## config.mk

```make
export PLATFORM = sky130hd
export DESIGN_NAME = queue_calc_ctrl
export DESIGN_NICKNAME = d
export VERILOG_FILES = /design/src/rtl/queue_calc_ctrl.sv
export SDC_FILE = /design/constraint.sdc
export NUM_CORES = 1
export LEC_CHECK = 0
export ABC_CLOCK_PERIOD_IN_PS = 5250
export CAP_MARGIN = 10
export CORE_MARGIN = 5
export CORE_UTILIZATION = 45
export DETAILED_ROUTE_END_ITERATION = 8
export PLACE_DENSITY = 0.81
export SLEW_MARGIN = 10
export SYNTH_ARGS = -nofsm -noshare
export SYNTH_HDL_FRONTEND = slang
export SYNTH_SLANG_ARGS = --single-unit
```

## constraint.sdc

```tcl
create_clock -name clk -period 5.25 [get_ports clk]
set_input_delay 1.3125 -clock clk [delete_from_list [all_inputs] [get_ports clk]]
set_output_delay 1.3125 -clock clk [all_outputs]
set_load 0.01 [all_outputs]
```

## src/rtl/queue_calc_ctrl.sv

```systemverilog
// queue_calc_ctrl
// ---------------------------------------------------------------------------
// Token-driven controller placed directly upstream of the operand queue of
// the queue calculator. Each accepted token is decoded against a mirrored
// copy of the queue occupancy. Operand and operator results are turned into
// a single queue command (opcode + back byte). Overflow, underflow, illegal
// operators and divide-by-zero raise a sticky error. Only CLR or reset
// clears that error.
//
// Optional feature macro: QCALC_DIV_EN
//   defined     : operator 0xA = DIV (a/b), 0xB = MOD (a%b), binary, b==0 faults
//   not defined : 0xA/0xB are illegal and no divider is built
//
// Ports
//   clk          rising-edge clock
//   rst          synchronous active-low reset
//   tok_valid    token present
//   tok_ready    controller can take a token (combinational from state)
//   tok_is_op    1 = operator token, 0 = operand token
//   tok_data     operand byte, or operator code in [3:0]
//   top_conc     queue front pair, a = [15:8] (front), b = [7:0]
//   q_valid      queue command strobe (one cycle, ISSUE state)
//   q_opcode     00 push, 01 replace front, 10 pop pair + push, 11 pop front
//   q_back       byte written by the queue command
//   depth        mirrored queue occupancy
//   res_valid    one-cycle pulse with each computed result
//   res_data     last computed result
//   err          sticky error flag
//   err_code     01 underflow, 10 overflow, 11 illegal op / divide by zero
//   o_dbg_state  current FSM state (IDLE=0, ISSUE=1, ERROR=2)
//
// Handshake: a token transfers on a rising edge where tok_valid && tok_ready.
// tok_valid may drop without a transfer, and no token is held internally.
module queue_calc_ctrl #(
    parameter int QDEPTH = 5
) (
    input  logic        clk,
    input  logic        rst,
    input  logic        tok_valid,
    output logic        tok_ready,
    input  logic        tok_is_op,
    input  logic [7:0]  tok_data,
    input  logic [15:0] top_conc,
    output logic        q_valid,
    output logic [1:0]  q_opcode,
    output logic [7:0]  q_back,
    output logic [2:0]  depth,
    output logic        res_valid,
    output logic [7:0]  res_data,
    output logic        err,
    output logic [1:0]  err_code,
    output logic [1:0]  o_dbg_state
);

    typedef enum logic [1:0] {
        IDLE  = 2'd0,
        ISSUE = 2'd1,
        ERROR = 2'd2
    } state_t;

    localparam logic [2:0] QD3 = 3'(QDEPTH);

    state_t      r_state;
    logic [2:0]  r_depth_nxt;

    logic [7:0]  w_a;
    logic [7:0]  w_b;
    logic [3:0]  w_code;
    logic [15:0] w_mul;
    logic [7:0]  w_alu;
    logic        w_fault;
    logic [1:0]  w_fcode;
    logic        w_cmd;
    logic [1:0]  w_opc;
    logic [7:0]  w_back;
    logic        w_res;
    logic [2:0]  w_dnext;

    assign w_a    = top_conc[15:8];
    assign w_b    = top_conc[7:0];
    assign w_code = tok_data[3:0];
    assign w_mul  = w_a * w_b;

    assign tok_ready   = rst && (r_state != ISSUE);
    assign o_dbg_state = r_state;

    always_comb begin
        w_alu = 8'h00;
        case (w_code)
            4'h0:    w_alu = w_a + w_b;
            4'h1:    w_alu = w_a - w_b;
            4'h2:    w_alu = w_mul[7:0];
            4'h3:    w_alu = w_a & w_b;
            4'h4:    w_alu = w_a | w_b;
            4'h5:    w_alu = w_a ^ w_b;
            4'h6:    w_alu = 8'h00 - w_a;
            4'h7:    w_alu = ~w_a;
`ifdef QCALC_DIV_EN
            // b == 0 is trapped as a fault below; the guard only keeps the
            // divider output defined.
            4'hA:    w_alu = (w_b == 8'h00) ? 8'h00 : (w_a / w_b);
            4'hB:    w_alu = (w_b == 8'h00) ? 8'h00 : (w_a % w_b);
`endif
            default: w_alu = 8'h00;
        endcase
    end

    // Token decode and occupancy check for the token currently offered.
    always_comb begin
        w_fault = 1'b0;
        w_fcode = 2'b00;
        w_cmd   = 1'b0;
        w_opc   = 2'b00;
        w_back  = 8'h00;
        w_res   = 1'b0;
        w_dnext = depth;
        if (!tok_is_op) begin
            if (depth >= QD3) begin
                w_fault = 1'b1;
                w_fcode = 2'b10;
            end else begin
                w_cmd   = 1'b1;
                w_opc   = 2'b00;
                w_back  = tok_data;
                w_dnext = depth + 3'd1;
            end
        end else begin
            case (w_code)
                4'h0, 4'h1, 4'h2, 4'h3, 4'h4, 4'h5: begin
                    if (depth < 3'd2) begin
                        w_fault = 1'b1;
                        w_fcode = 2'b01;
                    end else begin
                        w_cmd   = 1'b1;
                        w_opc   = 2'b10;
                        w_back  = w_alu;
                        w_res   = 1'b1;
                        w_dnext = depth - 3'd1;
                    end
                end
                4'h6, 4'h7: begin
                    if (depth == 3'd0) begin
                        w_fault = 1'b1;
                        w_fcode = 2'b01;
                    end else begin
                        w_cmd  = 1'b1;
                        w_opc  = 2'b01;
                        w_back = w_alu;
                        w_res  = 1'b1;
                    end
                end
                4'h8: begin
                    if (depth == 3'd0) begin
                        w_fault = 1'b1;
                        w_fcode = 2'b01;
                    end else begin
                        w_cmd   = 1'b1;
                        w_opc   = 2'b11;
                        w_dnext = depth - 3'd1;
                    end
                end
                // CLR outside ERROR is consumed without a command.
                4'h9: ;
`ifdef QCALC_DIV_EN
                4'hA, 4'hB: begin
                    if (depth < 3'd2) begin
                        w_fault = 1'b1;
                        w_fcode = 2'b01;
                    end else if (w_b == 8'h00) begin
                        w_fault = 1'b1;
                        w_fcode = 2'b11;
                    end else begin
                        w_cmd   = 1'b1;
                        w_opc   = 2'b10;
                        w_back  = w_alu;
                        w_res   = 1'b1;
                        w_dnext = depth - 3'd1;
                    end
                end
`endif
                default: begin
                    w_fault = 1'b1;
                    w_fcode = 2'b11;
                end
            endcase
        end
    end

    always_ff @(posedge clk) begin
        if (!rst) begin
            r_state     <= IDLE;
            r_depth_nxt <= 3'd0;
            q_valid     <= 1'b0;
            q_opcode    <= 2'b00;
            q_back      <= 8'h00;
            depth       <= 3'd0;
            res_valid   <= 1'b0;
            res_data    <= 8'h00;
            err         <= 1'b0;
            err_code    <= 2'b00;
        end else begin
            q_valid   <= 1'b0;
            res_valid <= 1'b0;
            case (r_state)
                IDLE: begin
                    if (tok_valid) begin
                        if (w_fault) begin
                            err      <= 1'b1;
                            err_code <= w_fcode;
                            r_state  <= ERROR;
                        end else if (w_cmd) begin
                            // Command and result are registered here so they
                            // are visible throughout the ISSUE cycle.
                            q_valid     <= 1'b1;
                            q_opcode    <= w_opc;
                            q_back      <= w_back;
                            r_depth_nxt <= w_dnext;
                            res_valid   <= w_res;
                            if (w_res) begin
                                res_data <= w_back;
                            end
                            r_state <= ISSUE;
                        end
                    end
                end
                ISSUE: begin
                    // The queue applies the command at this edge; mirror it.
                    depth   <= r_depth_nxt;
                    r_state <= IDLE;
                end
                ERROR: begin
                    if (tok_valid && tok_is_op && (w_code == 4'h9)) begin
                        err      <= 1'b0;
                        err_code <= 2'b00;
                        r_state  <= IDLE;
                    end
                end
                default: r_state <= IDLE;
            endcase
        end
    end

endmodule

```

==> results.py <==
metrics = {
    "timing": {
        "min_period_ns": 5.10,
        "finalSetupViolCount": 0,
        "fmax_mhz": 196,
        "timing.final.crit_share_pct": 97.2,
        "final_hold_viol_count": 0,
        "slew_headroom_pct": 57.2,
        "finalMaxSlewViolations": 0,
        "fin_skew_ns": 0.00323,
        "tightestPinTransition_ns": 0.641,
        "rsz0062_at_grt": "false",
    },
    "yosys": {
        "synth.distinct_cells": 63,
        "synth_edf_count": 0,
        "yosysTopAreaCell": "dfxtp_1",
        "syn-num-nets": 556,
        "yosysTopAreaCellShare_pct": 17.2,
        "synth_area_per_cell_um2": 7.69,
        "yosysWarnings": 0,
        "syn_area_mm2": 0.00362,
        "ys_top_cells_by_count": "inv_1, nor2_1, ha_1",
        "synth-main-ff-cell": "dfxtp_1",
        "synth_seq_area_share_pct": 17.2,
        "ys_seq_elements": 31,
        "synth.area.top_cells": "dfxtp_1, ha_1, fa_1, inv_1, nor2_1",
        "synthArstFlopShare_pct": 0,
        "synthCells": 470,
    },
    "routing": {
        "drt_pass1_iterations": 5,
        "drcViolationCount": 0,
        "ant_nets": 0,
        "drt_iter0_drc": 210,
        "vias": 3732,
        "via_per_inst": 5.59,
        "wl_per_cell_um": 15.6,
        "wirelength_mm": 10.4,
    },
    "setup_path": {
        "arrival_ns": 5.27,
        "crit_path_cell_trace": "clkdlybuf4s50_1, buf_4, inv_1, buf_4, nor2_1, fa_1, ha_1, inv_1, fa_1, inv_1, ha_1, a21o_1, a21oi_2, xnor3_1, xnor3_1, a221o_1, nand2_1, a21oi_1",
        "crit_path_end_kind": "flip-flop",
        "crit_buf_inv": 6,
        "cp_top_family": "adder cells",
        "path_max_fanout": 2,
        "worstPathRequired_ns": 5.41,
        "r2r_setup_slack_ns": 2.28,
        "worst_path_most_repeated_cell": "inv_1",
        "worstSetupPathType": "in2reg",
        "start_kind": "input port",
        "cp_slowest_stage_delay_ns": 0.53,
        "critPathSlowestCell": "fa_1",
    },
    "global_route": {
        "grt_pass1_vias": 3634,
        "antenna_found_initial": 0,
        "grt_usage_pct": 21.3,
        "grt_max_degree": 28,
        "gr-total-overflow": 0,
        "grt_pass1_wl_mm": 17.2,
    },
    "clocking": {
        "root_buffer": "clkbuf_8",
        "cts_tree": "built",
        "cts_inserted_buffers": 5,
        "cts_buffer_depth": 2,
        "clock-sinks": 31,
        "htreeDepth": 2,
        "clock_latency_ns": 0.28,
        "cts.clk_slew.worst_paths_ns": 0.06,
    },
    "finish": {
        "final_nets": 651,
        "design_area_mm2": 0.00475,
        "final_util_pct": 61.1,
        "drive_gt1_share_pct": 14.3,
        "diodes": 0,
        "area_growth_pct": 31.3,
    },
    "placed_design": {
        "dpl_cell_area_mm2": 0.00461,
        "globalplace.congestion": 0.916,
        "hpwl_mm": 8.41,
        "io_buffers": 56,
    },
    "die": {
        "rows": 32,
        "die_area_mm2": 0.00993,
        "die_y_um": 99.6,
        "floorplan.initialDensity_pct": 46.6,
        "die_x_um": 99.6,
        "design.core.area_mm2": 0.00777,
        "io_pins": 57,
    },
    "run_status": {
        "status": "finished, final reports clean",
    },
    "power_and_ir_drop": {
        "power_density_mw_per_mm2": 193,
        "max-vdd-ir-drop_mv": 0.102,
        "p_leak_nw": 2.07,
    },
    "min_path": {
        "hp-class": "reg2reg",
    },
    "job": {
        "cap_viol_max_count": 0,
    },
}
-- final cells by class --
class | instances | area [um^2]
multi-input cells | 366 | 2750
flip-flops and latches | 31 | 621
fillers | 675 | 3020
repair buffers | 108 | 955
inverters | 53 | 199
clock buffers | 8 | 100
well taps | 102 | 128
-- stage by stage --
step | instances | hold slack (ns) | total power [mW] | setup TNS (ns) | worst slack [ns]
final | 668 | 0.459 | 0.917 | 0 | 0.147
after CTS | 668 | 0.464 | 0.903 | 0 | 0.0101
after global routing | 668 | 0.475 | 0.975 | 0 | 0.000228
after detailed placement | 659 | 0.455 | 0.698 | -2.33 | -0.603
after floorplan | 470 | 0.432 | 0.527 | 0 | 0.00824
after global placement | 659 | 0.438 | 0.686 | -1.84 | -0.562
-- layer usage --
| metal | GRT usage [%] | routed length, um | vias up | share of wire, % |
|---|---|---|---|---|
| met5 | 0 | 0 | - | 0 |
| met4 | 7.35 | 269 | 0 | 2.6 |
| met3 | 3.58 | 703 | 25 | 6.8 |
| met2 | 35.7 | 5060 | 139 | 49 |
| met1 | 27.5 | 4380 | 1749 | 42 |
| li1 | - | - | 1819 | - |
-- logic make-up (layout without fill, tap and decap cells) --
group                    Yosys count  count (layout)  share of synthesized area, %
AO/OA/AOI/OAI                    118             118                          21.1
XOR/XNOR                          29              29                          7.79
adder cells (fa/ha/maj)           58              58                          22.8
buffers and inverters             73             169                          7.72
flip-flops                        31              31                          17.2
multiplexers                       7               7                          1.97
AND/OR/NAND/NOR                  154             154                          21.5
-- final timing paths --
path / end / cells after the start / startpoint
worst max-delay path: q_back[7]$_SDFFE_PN0P_ / 18 / top_conc[12]
worst min-delay path: q_opcode[0]$_SDFFE_PN0P_ / 2 / q_opcode[0]$_SDFFE_PN0P_
worst max register to register: res_data[2]$_SDFFE_PN0P_ / 10 / depth[1]$_SDFFE_PN0P_
worst min register to register: q_opcode[0]$_SDFFE_PN0P_ / 2 / q_opcode[0]$_SDFFE_PN0P_
-- power breakdown --
| part | switching (mW) | total (mW) | internal (mW) |
|---|---|---|---|
| logic | 0.238 | 0.464 | 0.226 |
| clock network | 0.0846 | 0.204 | 0.119 |
| registers | 0.00524 | 0.249 | 0.243 |
| total | 0.328 | 0.917 | 0.589 |
-- registers in the layout (all words and copies together) (netlist names) --
| signal | flops |
|---|---|
| r_depth_nxt | 3 |
| depth | 3 |
| q_back | 8 |
| q_opcode | 2 |
| res_data | 8 |
| o_dbg_state | 2 |
| res_valid | 1 |
| q_valid | 1 |
| err_code | 2 |
| err | 1 |
-- tightest hold or removal path: stages, from the launching register on --
cell,delay [ns]
dfxtp_1,0.31
nand2_1,0.05
a21oi_1,0.05
-- repair_timing --
| action | in CTS | in global routing |
|---|---|---|
| pin swaps | 1 | 3 |
| setup buffers | 1 | 0 |
| endpoints found under the setup margin | 4 | 5 |
| gates resized for setup | 9 | 9 |
| hold buffers | 0 | 0 |
-- placed cells by master, fill, tap and decap left out, types with 3 or more instances in the layout --
| cell type | netlist | routed |
|---|---|---|
| nor2_1 | 52 | 51 |
| buf_4 | 0 | 51 |
| and2_1 | 3 | 3 |
| a32oi_1 | 3 | 3 |
| ha_1 | 45 | 42 |
| a22oi_1 | 5 | 5 |
| a211oi_1 | 6 | 6 |
| xnor2_1 | 22 | 22 |
| nand3_1 | 4 | 4 |
| fa_1 | 13 | 10 |
| nor3b_1 | 3 | 3 |
| o21ai_1 | 6 | 6 |
| o22ai_1 | 5 | 5 |
| dfxtp_1 | 31 | 31 |
| o21ai_0 | 19 | 19 |
| a21oi_1 | 35 | 34 |
| fa_2 | 0 | 3 |
| a21o_1 | 4 | 4 |
| nor2b_1 | 9 | 9 |
| xor2_1 | 5 | 5 |
| dlygate4sd2_1 | 0 | 4 |
| o21a_1 | 5 | 5 |
| clkdlybuf4s50_1 | 0 | 49 |
| nand2b_1 | 6 | 6 |
| o211ai_1 | 6 | 6 |
| mux2i_1 | 6 | 6 |
| nor3_1 | 12 | 12 |
| nand2_1 | 42 | 42 |
| inv_1 | 52 | 51 |
| clkbuf_8 | 0 | 7 |
| a2bb2oi_1 | 3 | 3 |
Note: power is estimated with default switching activity, not from simulation.
